===== config.mk =====
export PLATFORM = sky130hd
export DESIGN_NAME = pipe_hold_ctrl
export DESIGN_NICKNAME = d
export VERILOG_FILES = /design/src/rtl/pipe_hold_ctrl.sv
export SDC_FILE = /design/constraint.sdc
export NUM_CORES = 1
export LEC_CHECK = 0
export ABC_AREA = 1
export BUFFER_PORTS_ARGS = -buffer_cell sky130_fd_sc_hd__buf_2
export CAP_MARGIN = 40
export CORE_ASPECT_RATIO = 0.7
export CORE_MARGIN = 1.5
export CORE_UTILIZATION = 41
export DETAILED_ROUTE_END_ITERATION = 8
export GPL_TIMING_DRIVEN = 0
export PLACE_DENSITY = 0.85
export RECOVER_POWER = 25
export SKIP_LAST_GASP = 1
export SYNTH_ARGS = -nofsm -noshare
export SYNTH_HDL_FRONTEND = slang
export SYNTH_SLANG_ARGS = --single-unit

===== constraint.sdc =====
create_clock -name clk -period 2.6 [get_ports clk]
set_input_delay 0.52 -clock clk [delete_from_list [all_inputs] [get_ports clk]]
set_output_delay 0.52 -clock clk [all_outputs]
set_load 0.02 [all_outputs]

===== src/rtl/pipe_hold_ctrl.sv =====
// Pipeline hold/flush scheduler: arbitrates jump, multi-cycle EX, fetch-bus and interrupt stalls.
// Optional statistics counters are enabled by defining CTRL_STAT_EN.
module pipe_hold_ctrl #(
    parameter int FLUSH_CYCLES = 2,
    parameter int TIMEOUT      = 255
) (
    input  logic        clk,
    input  logic        rst,
    input  logic        jump_flag_i,
    input  logic [31:0] jump_addr_i,
    input  logic        hold_ex_i,
    input  logic        hold_bus_i,
    input  logic        int_req_i,
    input  logic        int_done_i,
    output logic        int_grant_o,
    output logic [2:0]  hold_flag_o,
    output logic        jump_flag_o,
    output logic [31:0] jump_addr_o,
    output logic        stall_timeout_o
`ifdef CTRL_STAT_EN
    ,
    output logic [31:0] stat_stall_o,
    output logic [31:0] stat_flush_o
`endif
);

    localparam logic [2:0] HOLD_NONE = 3'd0;
    localparam logic [2:0] HOLD_PC   = 3'd1;
    localparam logic [2:0] HOLD_ID   = 3'd3;

    localparam int FC_W = (FLUSH_CYCLES > 1) ? $clog2(FLUSH_CYCLES) : 1;
    localparam int TO_W = $clog2(TIMEOUT + 1);
    localparam logic [TO_W-1:0] TO_MAX = TO_W'(TIMEOUT);
    localparam logic [FC_W-1:0] FC_LOAD = FC_W'(FLUSH_CYCLES - 1);

    typedef enum logic [1:0] {
        ST_RUN,
        ST_FLUSH,
        ST_INT
    } state_t;

    state_t          state_q, state_d;
    logic [FC_W-1:0] flushCnt_q, flushCnt_d;
    logic [TO_W-1:0] toCnt_q, toCnt_d;
    logic            timeout_q, timeout_d;

    // A redirect from EX always wins and grabs the whole front end for the current cycle.
    always_comb begin
        hold_flag_o = HOLD_NONE;
        jump_flag_o = 1'b0;
        jump_addr_o = '0;
        int_grant_o = 1'b0;
        if (!rst) begin
            hold_flag_o = HOLD_ID;
        end else if (jump_flag_i) begin
            hold_flag_o = HOLD_ID;
            jump_flag_o = 1'b1;
            jump_addr_o = jump_addr_i;
        end else if (state_q == ST_FLUSH) begin
            hold_flag_o = HOLD_ID;
        end else if (state_q == ST_INT) begin
            hold_flag_o = HOLD_ID;
            int_grant_o = 1'b1;
        end else if (hold_ex_i) begin
            hold_flag_o = HOLD_ID;
        end else if (hold_bus_i) begin
            hold_flag_o = HOLD_PC;
        end
    end

    always_comb begin
        state_d    = state_q;
        flushCnt_d = flushCnt_q;
        if (jump_flag_i) begin
            if (FLUSH_CYCLES > 1) begin
                state_d    = ST_FLUSH;
                flushCnt_d = FC_LOAD;
            end
        end else begin
            case (state_q)
                ST_RUN: begin
                    if (int_req_i && !hold_ex_i) state_d = ST_INT;
                end
                ST_FLUSH: begin
                    flushCnt_d = flushCnt_q - 1'b1;
                    if (flushCnt_q <= FC_W'(1)) state_d = ST_RUN;
                end
                ST_INT: begin
                    if (int_done_i || !int_req_i) state_d = ST_RUN;
                end
                default: state_d = ST_RUN;
            endcase
        end
    end

    // Watchdog saturates so a stuck bus can never wrap the count back below the limit.
    always_comb begin
        toCnt_d = '0;
        if (hold_bus_i) toCnt_d = (toCnt_q == TO_MAX) ? toCnt_q : toCnt_q + 1'b1;
        timeout_d = timeout_q | (toCnt_d == TO_MAX);
    end

    always_ff @(posedge clk) begin
        if (!rst) begin
            state_q    <= ST_RUN;
            flushCnt_q <= '0;
            toCnt_q    <= '0;
            timeout_q  <= 1'b0;
        end else begin
            state_q    <= state_d;
            flushCnt_q <= flushCnt_d;
            toCnt_q    <= toCnt_d;
            timeout_q  <= timeout_d;
        end
    end

    assign stall_timeout_o = timeout_q;

`ifdef CTRL_STAT_EN
    logic [31:0] statStall_q, statFlush_q;

    always_ff @(posedge clk) begin
        if (!rst) begin
            statStall_q <= '0;
            statFlush_q <= '0;
        end else begin
            statStall_q <= statStall_q + {31'd0, (hold_flag_o != HOLD_NONE)};
            statFlush_q <= statFlush_q + {31'd0, jump_flag_i};
        end
    end

    assign stat_stall_o = statStall_q;
    assign stat_flush_o = statFlush_q;
`endif

endmodule


# After elaboration in Yosys (flattened, before gate mapping)

Index checks and enable logic that the tools add are counted.

Register bits: 12
Bits of input ports: 39
Output and inout bits: 38
Word-level logic and storage cells: 52

Add/sub/neg operators: 2
Magnitude comparators: 1
Equal/unequal tests: 10
Multiplexer cells: 23
Bitwise logic cells: 2
Reduce and logical (&&, ||, !) cells: 9

Operator list:

| kind                                                                     | number |
|---|---|
| 32-bit 2-to-1 mux                                                        | 2 |
| 8-bit == test (second input constant)                                    | 2 |
| 2-bit 2-to-1 mux                                                         | 8 |
| 8-bit 2-to-1 mux                                                         | 2 |
| 1-bit 2-to-1 mux                                                         | 10 |
| 8-bit by 1-bit adder with 8-bit output (second input constant)           | 1 |
| 3-bit by 2-bit inequality test with 1-bit output (second input constant) | 2 |
| 2-bit case mux with 3 select lines                                       | 1 |
| 3-bit AND reduction                                                      | 2 |
| 2-bit by 1-bit inequality test with 1-bit output (second input constant) | 2 |
| 3-bit inequality test (second input constant)                            | 1 |
| 2-bit by 1-bit == test with 1-bit output (second input constant)         | 1 |
| 2-bit == test (second input constant)                                    | 1 |
| 1-bit zero test                                                          | 2 |
| 2-bit zero test                                                          | 1 |
| 2-bit inequality test (second input constant)                            | 1 |
| 2-bit nonzero test                                                       | 1 |
| 2-bit OR reduction                                                       | 1 |
| 1-bit less-or-equal comparator (second input constant)                   | 1 |
| 1-bit logical AND                                                        | 1 |
| 1-bit logical OR                                                         | 1 |
| 1-bit inverter                                                           | 1 |
| 1-bit OR                                                                 | 1 |
| 1-bit subtractor (second input constant)                                 | 1 |

# Longest topological paths before layout

Gate-level depths: netlist of run 1.

Depth in word-level cells: 6
Depth in mapped cells: 11
Gate-level depth less buffers: 11

# Least setup slack after synthesis of run 1

OpenSTA, ideal clock, no wires.

Path kind: input port to output port
Start: input port rst
End: output port hold_flag_o[0]
Arrival time: 1.353 ns
Data required time: 2.080 ns
Slack: 0.727 ns
Stages: 4
Buffers on the path: 0
Cell sequence: inv_1 -> nor2_1 -> o211ai_1 -> or2_2

Cells in the longest elaborated chain, start to end: 1

RTL lines:

| element          | RTL line | source |
|---|---|---|
| start, declared  | 8        | `input logic rst,` |
| 2-bit 2-to-1 mux | 53       | `if (!rst) begin` |
| end, declared    | 16       | `output logic [2:0] hold_flag_o,` |

Every way passes these cells.

# Worst setup path in the final report of run 1

Same ends and word-level chain as after synthesis.

==> reports/results.tsv, run 1 <==
stage	metric	value	unit
routing	via/cell ratio	4.38	
floorplanning	DIE WIDTH	59.0	um
cts	number of buffers on the longest clock path	2	
routing	first-iteration detailed-routing DRC count	41	
worst_setup_path	startpoint class of the critical path	input pin	
synthesis	share of flip-flops with an asynchronous set or reset after synthesis	0	%
cts	post-cts gate resize count	0	
cts	TritonCTS clock tree	yes	
power_and_ir_drop	peak ir drop on the vdd network	0.303	mV
placed_design	worst slack at placement	0.618	ns
flow_run	max-cap viol count	0	
cts	post-CTS clock slew at the launch and capture registers of the worst setup and hold paths	0.07	ns
worst_setup_path	largest fanout on the critical path	7	
cells_and_area	most common library cell in the layout ignoring fill and taps	sky130_fd_sc_hd__buf_2	
min_path	Hold Path Origin	int_req_i	
timing	setup repair after global routing missed its margin	no	
cells_and_area	multi-input gate area in the final layout	474	um2
floorplanning	core area	0.00195	mm2
synthesis	mapped cell area	898	um2
placed_design	IO buf count	74	
global_route	largest net degree at the start of global routing	11	
routing	post-route antenna net violation count	0	
cells_and_area	number of standard cells in the layout, taps in and fillers out	266	
cts	Worst-Skew Late Latency	0.28	ns
cts	number of clock sinks	11	
timing	Final Cycle Share	78.0	%
worst_setup_path	data required time of the worst path	2.08	ns
floorplanning	Total Die Area	0.00249	mm2
worst_setup_path	category of the worst setup path capture point	output port	
cts	maximum level of the CTS H-tree	1	
cells_and_area	FF+latch area	220	um2
global_route	GRT Resource Usage Total	19.7	%
cts	Root Buffer Master	sky130_fd_sc_hd__clkbuf_4	
synthesis	average footprint of a synthesized cell	5.41	um2
synthesis	post-synthesis register bit count	11	
synthesis	main flop type after synthesis	sky130_fd_sc_hd__dfxtp_1	
floorplanning	vertical die dimension	42.2	um
cells_and_area	leading cell types in the layout, fill and taps excluded	sky130_fd_sc_hd__buf_2, sky130_fd_sc_hd__nor2_1, sky130_fd_sc_hd__inv_1	
synthesis	net count after synthesis	206	
timing	count of final max-slew check failures	0	
cells_and_area	number of filler instances in the final layout	195	
placed_design	post-detailed-placement half-perimeter wirelength	2.00	mm
worst_setup_path	Register-to-Register Setup Slack	0.64	ns
timing	final-report hold violation count	0	
worst_setup_path	kind of critical path	in2out	
global_route	number of antenna violations at the first check in global routing	0	
min_path	class of the most critical hold timing path	in2reg	
cells_and_area	number of nets at the end of the flow	285	
timing	Post-Route Setup TNS	0	ns
cts	CTS hold repair buffers	0	
placed_design	total placed cells including tap cells	262	
worst_setup_path	startpoint of the most critical register-to-register path	toCnt_q[0]$_SDFF_PN0_	
cells_and_area	total inserted antenna cells	0	
power_and_ir_drop	Power Total	415	uW
placed_design	global placement routability congestion	0.869	
worst_setup_path	Arr. time, crit path	1.51	ns
global_route	number of global-route vias before repair	982	
status	outcome	completed	
synthesis	post-synthesis cell count	166	
cts	post-CTS setup buffer count	0	
timing	worst clock skew	0.00515	ns
timing	Final setup violation count	0	
synthesis	post-synthesis sequential area ratio	24.5	%
synthesis	count of synthesis-stage warnings from yosys	0	
routing	DRC errors left	0	
cells_and_area	area grow syn2layout	45.4	%
timing	fmax	493	MHz
cells_and_area	share of post-route cells with drive strength above 1	33.2	%
routing	Routed wire per std cell	9.05	um
global_route	aggregate global routing overflow	0	
power_and_ir_drop	total power divided by cell area	317	mW/mm2
routing	WL final	2.41	mm
timing	setup slack of the critical path after layout	0.573	ns
cts	Num CTS Buffers	3	
power_and_ir_drop	Pleak	0.000842	uW
timing	Final min period	2.03	ns
global_route	wire length of the first global-routing pass	3.85	mm
floorplanning	Site Rows	13	
routing	overall via count from detail_route	1166	
synthesis	Yosys cell types	24	
floorplanning	# IOs	77	
worst_setup_path	CP Launch Point	rst	
floorplanning	Initial Util	46.0	%
synthesis	number of enable flip-flop cells after synthesis	0	
routing	first drt pass iteration count	4	
==> layer usage <==
metal / GRT usage (%) / up-vias / routed length [um]
met5: 0 / - / 0
met2: 32.0 / 49 / 1090
li1: - / 633 / -
met3: 6.48 / 2 / 209
met4: 2.73 / 0 / 12
met1: 25.7 / 482 / 1090
==> kinds of logic (layout without fill, tap and decap cells) <==
family	Yosys count	after routing	share of synthesized area, %
AOI/OAI and AO/OA	9	9	6.13
xor gates and xnor gates	1	1	0.975
adders and majority gates	1	1	1.39
buffers and inverters	50	128	21.3
DFF	11	11	24.5
other	1	1	0.417
and+or+nand+nor	93	93	45.3
==> cell usage after synthesis, types with 2 or more instances <==
cell,n,area share (%)
sky130_fd_sc_hd__a21oi_1,3,1.7
sky130_fd_sc_hd__clkbuf_1,4,1.7
sky130_fd_sc_hd__dfxtp_1,11,25
sky130_fd_sc_hd__inv_1,45,19
sky130_fd_sc_hd__nand2_1,22,9.2
sky130_fd_sc_hd__nand3_1,9,5.0
sky130_fd_sc_hd__nor2_1,48,20
sky130_fd_sc_hd__nor2_2,2,1.4
sky130_fd_sc_hd__nor2_4,2,2.5
sky130_fd_sc_hd__nor3_1,5,2.8
sky130_fd_sc_hd__o21ai_0,2,1.1
==> worst paths after layout <==
check        cells past startpoint                    endpoint
max reg2reg                     10  stall_timeout_o$_SDFF_PN0_
min reg2reg                      2  stall_timeout_o$_SDFF_PN0_
max                              6              hold_flag_o[0]
min                              3     state_q[1]$_SDFFE_PP0P_
==> power breakdown <==
part	internal, uW	switching (uW)	leakage (uW)
Sequential	171	2.75	0.0000892
Clock	59.5	62.0	0.0000150
Combinational	47.7	71.5	0.000738
Total	278	136	0.000842
==> state kept, by name (all words and copies together), names as in the netlist <==
| register | cells |
|---|---|
| stall_timeout_o | 1 |
| state_q | 2 |
| toCnt_q | 8 |
==> final cells by class <==
class | count | area share, %
tap | 22 | 2.11
clock buffer | 4 | 2.01
timing repair buffer | 74 | 28.1
buffer | 5 | 1.72
inverter | 45 | 12.9
sequential | 11 | 16.9
multi-input combinational | 105 | 36.3
==> per-stage QoR <==
step / util, % / instance area [um2] / hold slack [ns]
finish: 66.9 / 1310 / 0.462
global route: 66.9 / 1310 / 0.473
floorplan: - / 898 / 0.445
CTS: 67.8 / 1320 / 0.459
detailed placement: 66.4 / 1300 / 0.461
global placement: 66.4 / 1300 / 0.451
==> critical path, stage by stage <==
cell	delay (ns)
sky130_fd_sc_hd__clkbuf_1	0.12
sky130_fd_sc_hd__inv_1	0.15
sky130_fd_sc_hd__nor2_1	0.16
sky130_fd_sc_hd__o211ai_1	0.12
sky130_fd_sc_hd__or2_2	0.28
sky130_fd_sc_hd__buf_2	0.16
Power figures use the tool's default switching activity.
==> run 2: changes to the inputs <==
- CORE_UTILIZATION: 41 -> 38
- PLACE_DENSITY: 0.85 -> 0.8
- clock period: 2.6 -> 2.13 ns (I/O delays scaled with it)
==> run 2 against run 1 <==
Effect of this change: highest routed layer is now met3; clock skew grew 0.0029 ns; sequential power up 22%; design area is 1.6% higher; largest cell class unchanged; clock power is 27% higher.
==> reports/results.tsv, run 2 (synthesis results as in run 1) <==
stage	metric	value	unit	change
power_and_ir_drop	Pleak	0.000840	uW	-0.22%
cts	Num CTS Buffers	3		unchanged
global_route	aggregate global routing overflow	0		unchanged
worst_setup_path	startpoint of the most critical register-to-register path	toCnt_q[0]$_SDFF_PN0_		
timing	fmax	550	MHz	
timing	final-report hold violation count	0		unchanged
routing	Routed wire per std cell	9.00	um	-0.54%
routing	first-iteration detailed-routing DRC count	32		-22%
placed_design	post-place instance area	0.00131	mm2	+0.97%
worst_setup_path	kind of critical path	in2out		
global_route	number of antenna violations at the first check in global routing	0		unchanged
cts	CTS hold repair buffers	0		unchanged
power_and_ir_drop	clock network power share	30.1	%	+0.8 points
routing	post-route antenna net violation count	0		unchanged
worst_setup_path	CP Launch Point	rst		
cts	number of clock sinks	11		unchanged
cells_and_area	total inserted antenna cells	0		unchanged
cts	TritonCTS clock tree	yes		
power_and_ir_drop	Combinational Power Share	28.6	%	-0.2 points
global_route	wire length of the first global-routing pass	3.74	mm	-2.9%
worst_setup_path	sequence of cells on the critical path	clkbuf_1 > inv_1 > nor2_1 > o211ai_1 > or2_2 > buf_2		
floorplanning	Total Die Area	0.00267	mm2	+7.4%
cts	post-CTS setup buffer count	0		unchanged
timing	Worst Hold Slack	0.355	ns	-0.108 ns
timing	setup slack of the critical path after layout	0.312	ns	-0.260 ns
cts	maximum level of the CTS H-tree	1		unchanged
routing	first drt pass iteration count	4		unchanged
routing	via/cell ratio	4.17		-4.8%
cts	number of buffers on the longest clock path	2		unchanged
placed_design	worst slack at placement	0.352	ns	-0.266 ns
floorplanning	# IOs	77		unchanged
cells_and_area	leading cell types in the layout, fill and taps excluded	sky130_fd_sc_hd__buf_2, sky130_fd_sc_hd__nor2_1, sky130_fd_sc_hd__inv_1		
floorplanning	DIE WIDTH	61.1	um	+3.7%
power_and_ir_drop	sequential share of power	41.3	%	-0.6 points
flow_run	max-cap viol count	0		unchanged
global_route	GRT Resource Usage Total	18.5	%	-1.1 points
cells_and_area	share of post-route cells with drive strength above 1	33.6	%	+0.41 points
power_and_ir_drop	peak ir drop on the vdd network	0.273	mV	-9.8%
global_route	number of global-route vias before repair	944		-3.9%
placed_design	post-detailed-placement half-perimeter wirelength	2.04	mm	+2.0%
floorplanning	vertical die dimension	43.7	um	+3.6%
cells_and_area	most common library cell in the layout ignoring fill and taps	sky130_fd_sc_hd__buf_2		
power_and_ir_drop	total power divided by cell area	387	mW/mm2	+22%
routing	DRC errors left	0		unchanged
worst_setup_path	data required time of the worst path	1.70	ns	-0.38 ns
cells_and_area	largest register by flop count	toCnt_q		
floorplanning	Initial Util	41.0	%	-5.0 points
cells_and_area	number of filler instances in the final layout	230		+18%
global_route	largest net degree at the start of global routing	11		unchanged
timing	Final setup violation count	0		unchanged
power_and_ir_drop	Power Internal	337	uW	+21%
cts	Worst-Skew Late Latency	0.28	ns	about the same
cells_and_area	area grow syn2layout	47.8	%	
cts	Root Buffer Master	sky130_fd_sc_hd__clkbuf_4		
worst_setup_path	Arr. time, crit path	1.39	ns	-0.12 ns
min_path	Hold Path Origin	int_req_i		
worst_setup_path	cell with the largest stage delay on the worst path	sky130_fd_sc_hd__or2_2		
timing	Final Cycle Share	85.3	%	
worst_setup_path	largest fanout on the critical path	7		unchanged
cells_and_area	flip-flop count of the largest register, all copies and words added	8		unchanged
worst_setup_path	category of the worst setup path capture point	output port		
worst_setup_path	startpoint class of the critical path	input pin		
timing	Final min period	1.82	ns	
timing	Post-Route Setup TNS	0	ns	unchanged
timing	count of final max-slew check failures	0		unchanged
routing	overall via count from detail_route	1152		-1.2%
cts	post-CTS clock slew at the launch and capture registers of the worst setup and hold paths	0.09	ns	+0.02 ns
power_and_ir_drop	net switching component of the power	177	uW	+30%
timing	worst clock skew	0.00807	ns	+0.00293 ns
worst_setup_path	maximum single-stage delay on the critical path	0.28	ns	about the same
status	outcome	completed		
floorplanning	core area	0.00219	mm2	+12%
cells_and_area	Final Cell Area	0.00133	mm2	+1.6%
cells_and_area	number of nets at the end of the flow	285		unchanged
placed_design	IO buf count	74		unchanged
min_path	class of the most critical hold timing path	in2reg		
cts	post-cts gate resize count	0		unchanged
floorplanning	Site Rows	14		+1
routing	WL final	2.48	mm	+3.2%
placed_design	global placement routability congestion	0.829		-4.5%
timing	setup repair after global routing missed its margin	no		
power_and_ir_drop	share of total power consumed by net switching	34.4	%	+1.5 points
==> run 2: changes by cell type in the layout (fill, tap and decap cells not counted) <==
| cell | before | now |
|---|---|---|
| sky130_fd_sc_hd__buf_2 | 71 | 69 |
| sky130_fd_sc_hd__clkinv_2 | 0 | 1 |
| sky130_fd_sc_hd__and2_4 | 0 | 1 |
| sky130_fd_sc_hd__nor2_1 | 49 | 48 |
| sky130_fd_sc_hd__and2_0 | 1 | 0 |
| sky130_fd_sc_hd__nor2_4 | 1 | 2 |
| sky130_fd_sc_hd__clkbuf_1 | 8 | 9 |
==> run 2: final timing paths <==
path                                     end  slack (ns)  cells after the start
setup / recovery              hold_flag_o[0]        0.31                      6
hold / removal       state_q[1]$_SDFFE_PP0P_        0.35                      3
setup reg to reg  stall_timeout_o$_SDFF_PN0_        0.39                     10
hold reg to reg   stall_timeout_o$_SDFF_PN0_        0.48                      2
==> run 2: worst max-delay path: cells and delay by family <==
kind,cells,cell delay [ns]
and+or+nand+nor,2,0.43
buffers and inverters,3,0.41
AOI/OAI and AO/OA,1,0.13
==> run 2: cell type report <==
class	count	area, um2	share of cell area [%]
inverter	45	169	12.7
clock inverter	1	5.00	0.377
sequential	11	220	16.6
timing repair buffer	74	364	27.4
clock buffer	3	22.5	1.70
multi-input combinational	105	484	36.5
tap	32	40.0	3.02
buffer	5	22.5	1.70
==> run 2: power by group through the flow <==
stage / Sequential [uW] / Combinational [uW] / Clock (uW)
CTS: 212 / 148 / 156
detailed placement: 217 / 148 / 0
finish: 212 / 147 / 155
global placement: 217 / 146 / 0
floorplan: 216 / 83.4 / 0
global route: 213 / 162 / 164
==> run 2: metal layers <==
metal | vias to the layer above | GRT usage [%] | share of wire, %
met4 | 0 | 3.91 | 0
met1 | 476 | 24.0 | 46
met2 | 41 | 29.8 | 48
met3 | 0 | 6.57 | 6.4
li1 | 635 | - | -
met5 | - | 0 | 0
==> run 2: per-stage QoR <==
stage          total power [uW]  cells  util [%]
2_1_floorplan               299    166         -
3_3_place_gp                363    272      59.8
3_5_place_dp                365    272      59.8
4_1_cts                     517    276      61.0
5_1_grt                     539    276      60.6
6_report                    513    276      60.6
==> run 3: changes to the inputs <==
- clock period: 2.13 -> 1.72 ns (I/O delays scaled with it)
==> run 3 against run 2 <==
Effect of this change: cell count increased by 0.36%; critical path depth down 1; die area is the same; first-iteration DRC count is 19% lower; non-clock buffer count grew 1; sequential share of layout area about the same; core utilization grew 1.9 points; worst hold slack lost 0.087 ns; critical path type is now reg2out; critical endpoint unchanged; largest power group unchanged.
==> reports/results.tsv, run 3 (synthesis results as in run 1) <==
stage	metric	value	unit	change
status	outcome	completed		
routing	DRC errors left	0		unchanged
cts	post-CTS clock slew at the launch and capture registers of the worst setup and hold paths	0.08	ns	about the same
cells_and_area	leading cell types in the layout, fill and taps excluded	sky130_fd_sc_hd__buf_2, sky130_fd_sc_hd__nor2_1, sky130_fd_sc_hd__inv_1		
cts	TritonCTS clock tree	yes		
cells_and_area	most common library cell in the layout ignoring fill and taps	sky130_fd_sc_hd__buf_2		
cells_and_area	flip-flop count of the largest register, all copies and words added	8		unchanged
timing	final-report hold violation count	0		unchanged
cells_and_area	share of post-route cells with drive strength above 1	38.8	%	+5.2 points
floorplanning	core area	0.00219	mm2	unchanged
cts	Num CTS Buffers	3		unchanged
worst_setup_path	largest fanout on the critical path	4		-3
power_and_ir_drop	Pleak	0.000865	uW	+2.9%
power_and_ir_drop	share of total power consumed by net switching	34.4	%	-0.044 points
global_route	wire length of the first global-routing pass	3.74	mm	unchanged
routing	overall via count from detail_route	1165		+1.1%
routing	post-route antenna net violation count	0		unchanged
routing	first drt pass iteration count	4		unchanged
worst_setup_path	category of the worst setup path capture point	output port		
routing	WL final	2.52	mm	+1.6%
floorplanning	DIE WIDTH	61.1	um	unchanged
routing	first-iteration detailed-routing DRC count	26		-19%
cells_and_area	total inserted antenna cells	0		unchanged
floorplanning	vertical die dimension	43.7	um	unchanged
placed_design	IO buf count	74		unchanged
timing	setup repair after global routing missed its margin	yes		
worst_setup_path	Arr. time, crit path	1.34	ns	-0.05 ns
timing	fmax	595	MHz	
global_route	aggregate global routing overflow	0		unchanged
cells_and_area	number of nets at the end of the flow	286		+0.35%
placed_design	global placement routability congestion	0.829		unchanged
cts	Root Buffer Master	sky130_fd_sc_hd__clkbuf_4		
power_and_ir_drop	Power Internal	421	uW	+25%
cells_and_area	largest register by flop count	toCnt_q		
cts	number of buffers on the longest clock path	2		unchanged
global_route	number of antenna violations at the first check in global routing	0		unchanged
floorplanning	# IOs	77		unchanged
worst_setup_path	data required time of the worst path	1.38	ns	-0.32 ns
cells_and_area	area grow syn2layout	52.4	%	
cts	maximum level of the CTS H-tree	1		unchanged
worst_setup_path	startpoint class of the critical path	flip-flop		
min_path	class of the most critical hold timing path	in2reg		
placed_design	post-detailed-placement half-perimeter wirelength	2.04	mm	unchanged
power_and_ir_drop	Combinational Power Share	29.0	%	+0.4 points
cts	number of clock sinks	11		unchanged
power_and_ir_drop	net switching component of the power	220	uW	+25%
floorplanning	Site Rows	14		unchanged
power_and_ir_drop	clock network power share	29.8	%	-0.3 points
global_route	number of global-route vias before repair	944		unchanged
timing	Final Cycle Share	97.7	%	
cells_and_area	number of standard cells in the layout, taps in and fillers out	277		+0.36%
power_and_ir_drop	total power divided by cell area	468	mW/mm2	+21%
floorplanning	Total Die Area	0.00267	mm2	unchanged
power_and_ir_drop	peak ir drop on the vdd network	0.341	mV	+25%
worst_setup_path	kind of critical path	reg2out		
power_and_ir_drop	sequential share of power	41.2	%	about the same
routing	via/cell ratio	4.21		+0.76%
cts	Worst-Skew Late Latency	0.28	ns	about the same
flow_run	max-cap viol count	0		unchanged
global_route	largest net degree at the start of global routing	11		unchanged
placed_design	total placed cells including tap cells	272		unchanged
floorplanning	Initial Util	41.0	%	unchanged
global_route	GRT Resource Usage Total	18.5	%	unchanged
routing	Routed wire per std cell	9.10	um	+1.2%
timing	Final min period	1.68	ns	
timing	Worst Hold Slack	0.268	ns	-0.0867 ns
timing	Final setup violation count	0		unchanged
timing	count of final max-slew check failures	0		unchanged
timing	worst clock skew	0.00650	ns	-0.00157 ns
run 3: changes by cell type in the layout (fill, tap and decap cells not counted), sizes merged:
cell and delta:
buf +5, clkbuf -4
run 3: area by class of cell:
cell class,instances,area (um2)
fillers,223,821
multi-input cells,105,503
repair buffers,75,379
flip-flops and latches,11,226
inverters,45,169
well taps,32,40.0
plain buffers,5,23.8
clock buffers,3,22.5
clock inverters,1,5.00
run 3: path summary, 6_finish.rpt:
| kind | start | to | slack, ns | cells past startpoint |
|---|---|---|---|---|
| max reg2reg | toCnt_q[0]$_SDFF_PN0_ | stall_timeout_o$_SDFF_PN0_ | 0.13 | 10 |
| min reg2reg | stall_timeout_o$_SDFF_PN0_ | stall_timeout_o$_SDFF_PN0_ | 0.48 | 2 |
| min | int_req_i | state_q[1]$_SDFFE_PP0P_ | 0.27 | 3 |
| max | state_q[1]$_SDFFE_PP0P_ | hold_flag_o[0] | 0.04 | 5 |
run 3: critical path, stage by stage, from the launching register on:
cell and delay, ns:
sky130_fd_sc_hd__dfxtp_2 0.34, sky130_fd_sc_hd__inv_2 0.05, sky130_fd_sc_hd__a21oi_2 0.11, sky130_fd_sc_hd__o211ai_1 0.11
sky130_fd_sc_hd__or2_2 0.29, sky130_fd_sc_hd__buf_4 0.16
run 3: repair_timing:
| item | 4_1_cts | 5_1_grt |
|---|---|---|
| pin swaps | 0 | 1 |
| endpoints found under the setup margin | 1 | 4 |
| hold buffers | 0 | 0 |
| resized for setup | 1 | 10 |
| setup buffers | 0 | 1 |
run 3: metal layers:
metal / wire length, um / part of all wire, % / GRT usage, % / up-vias
met4: 0 / 0 / 3.91 / 0
met1: 1150 / 46 / 24.0 / 493
met5: 0 / 0 / 0 / -
met2: 1220 / 48 / 29.8 / 35
li1: - / - / - / 637
met3: 146 / 5.8 / 6.57 / 0
run 3: stage by stage:
stage,TNS [ns],power [uW],setup WS (ns),utilization (%),instance area (um2)
final,0,641,0.0401,62.5,1370
after global routing,-0.0138,674,-0.0114,62.5,1370
after CTS,0,640,0.0115,61.1,1340
after detailed placement,0,451,0.0508,59.8,1310
after global placement,0,449,0.0860,59.8,1310
after floorplan,0,371,0.199,-,898
run 3: power by group through the flow:
stage	combinational, uW	sequential, uW	clock, uW
floorplan	103	268	0
global placement	181	268	0
detailed placement	183	268	0
CTS	184	263	193
global route	206	265	203
finish	186	264	191
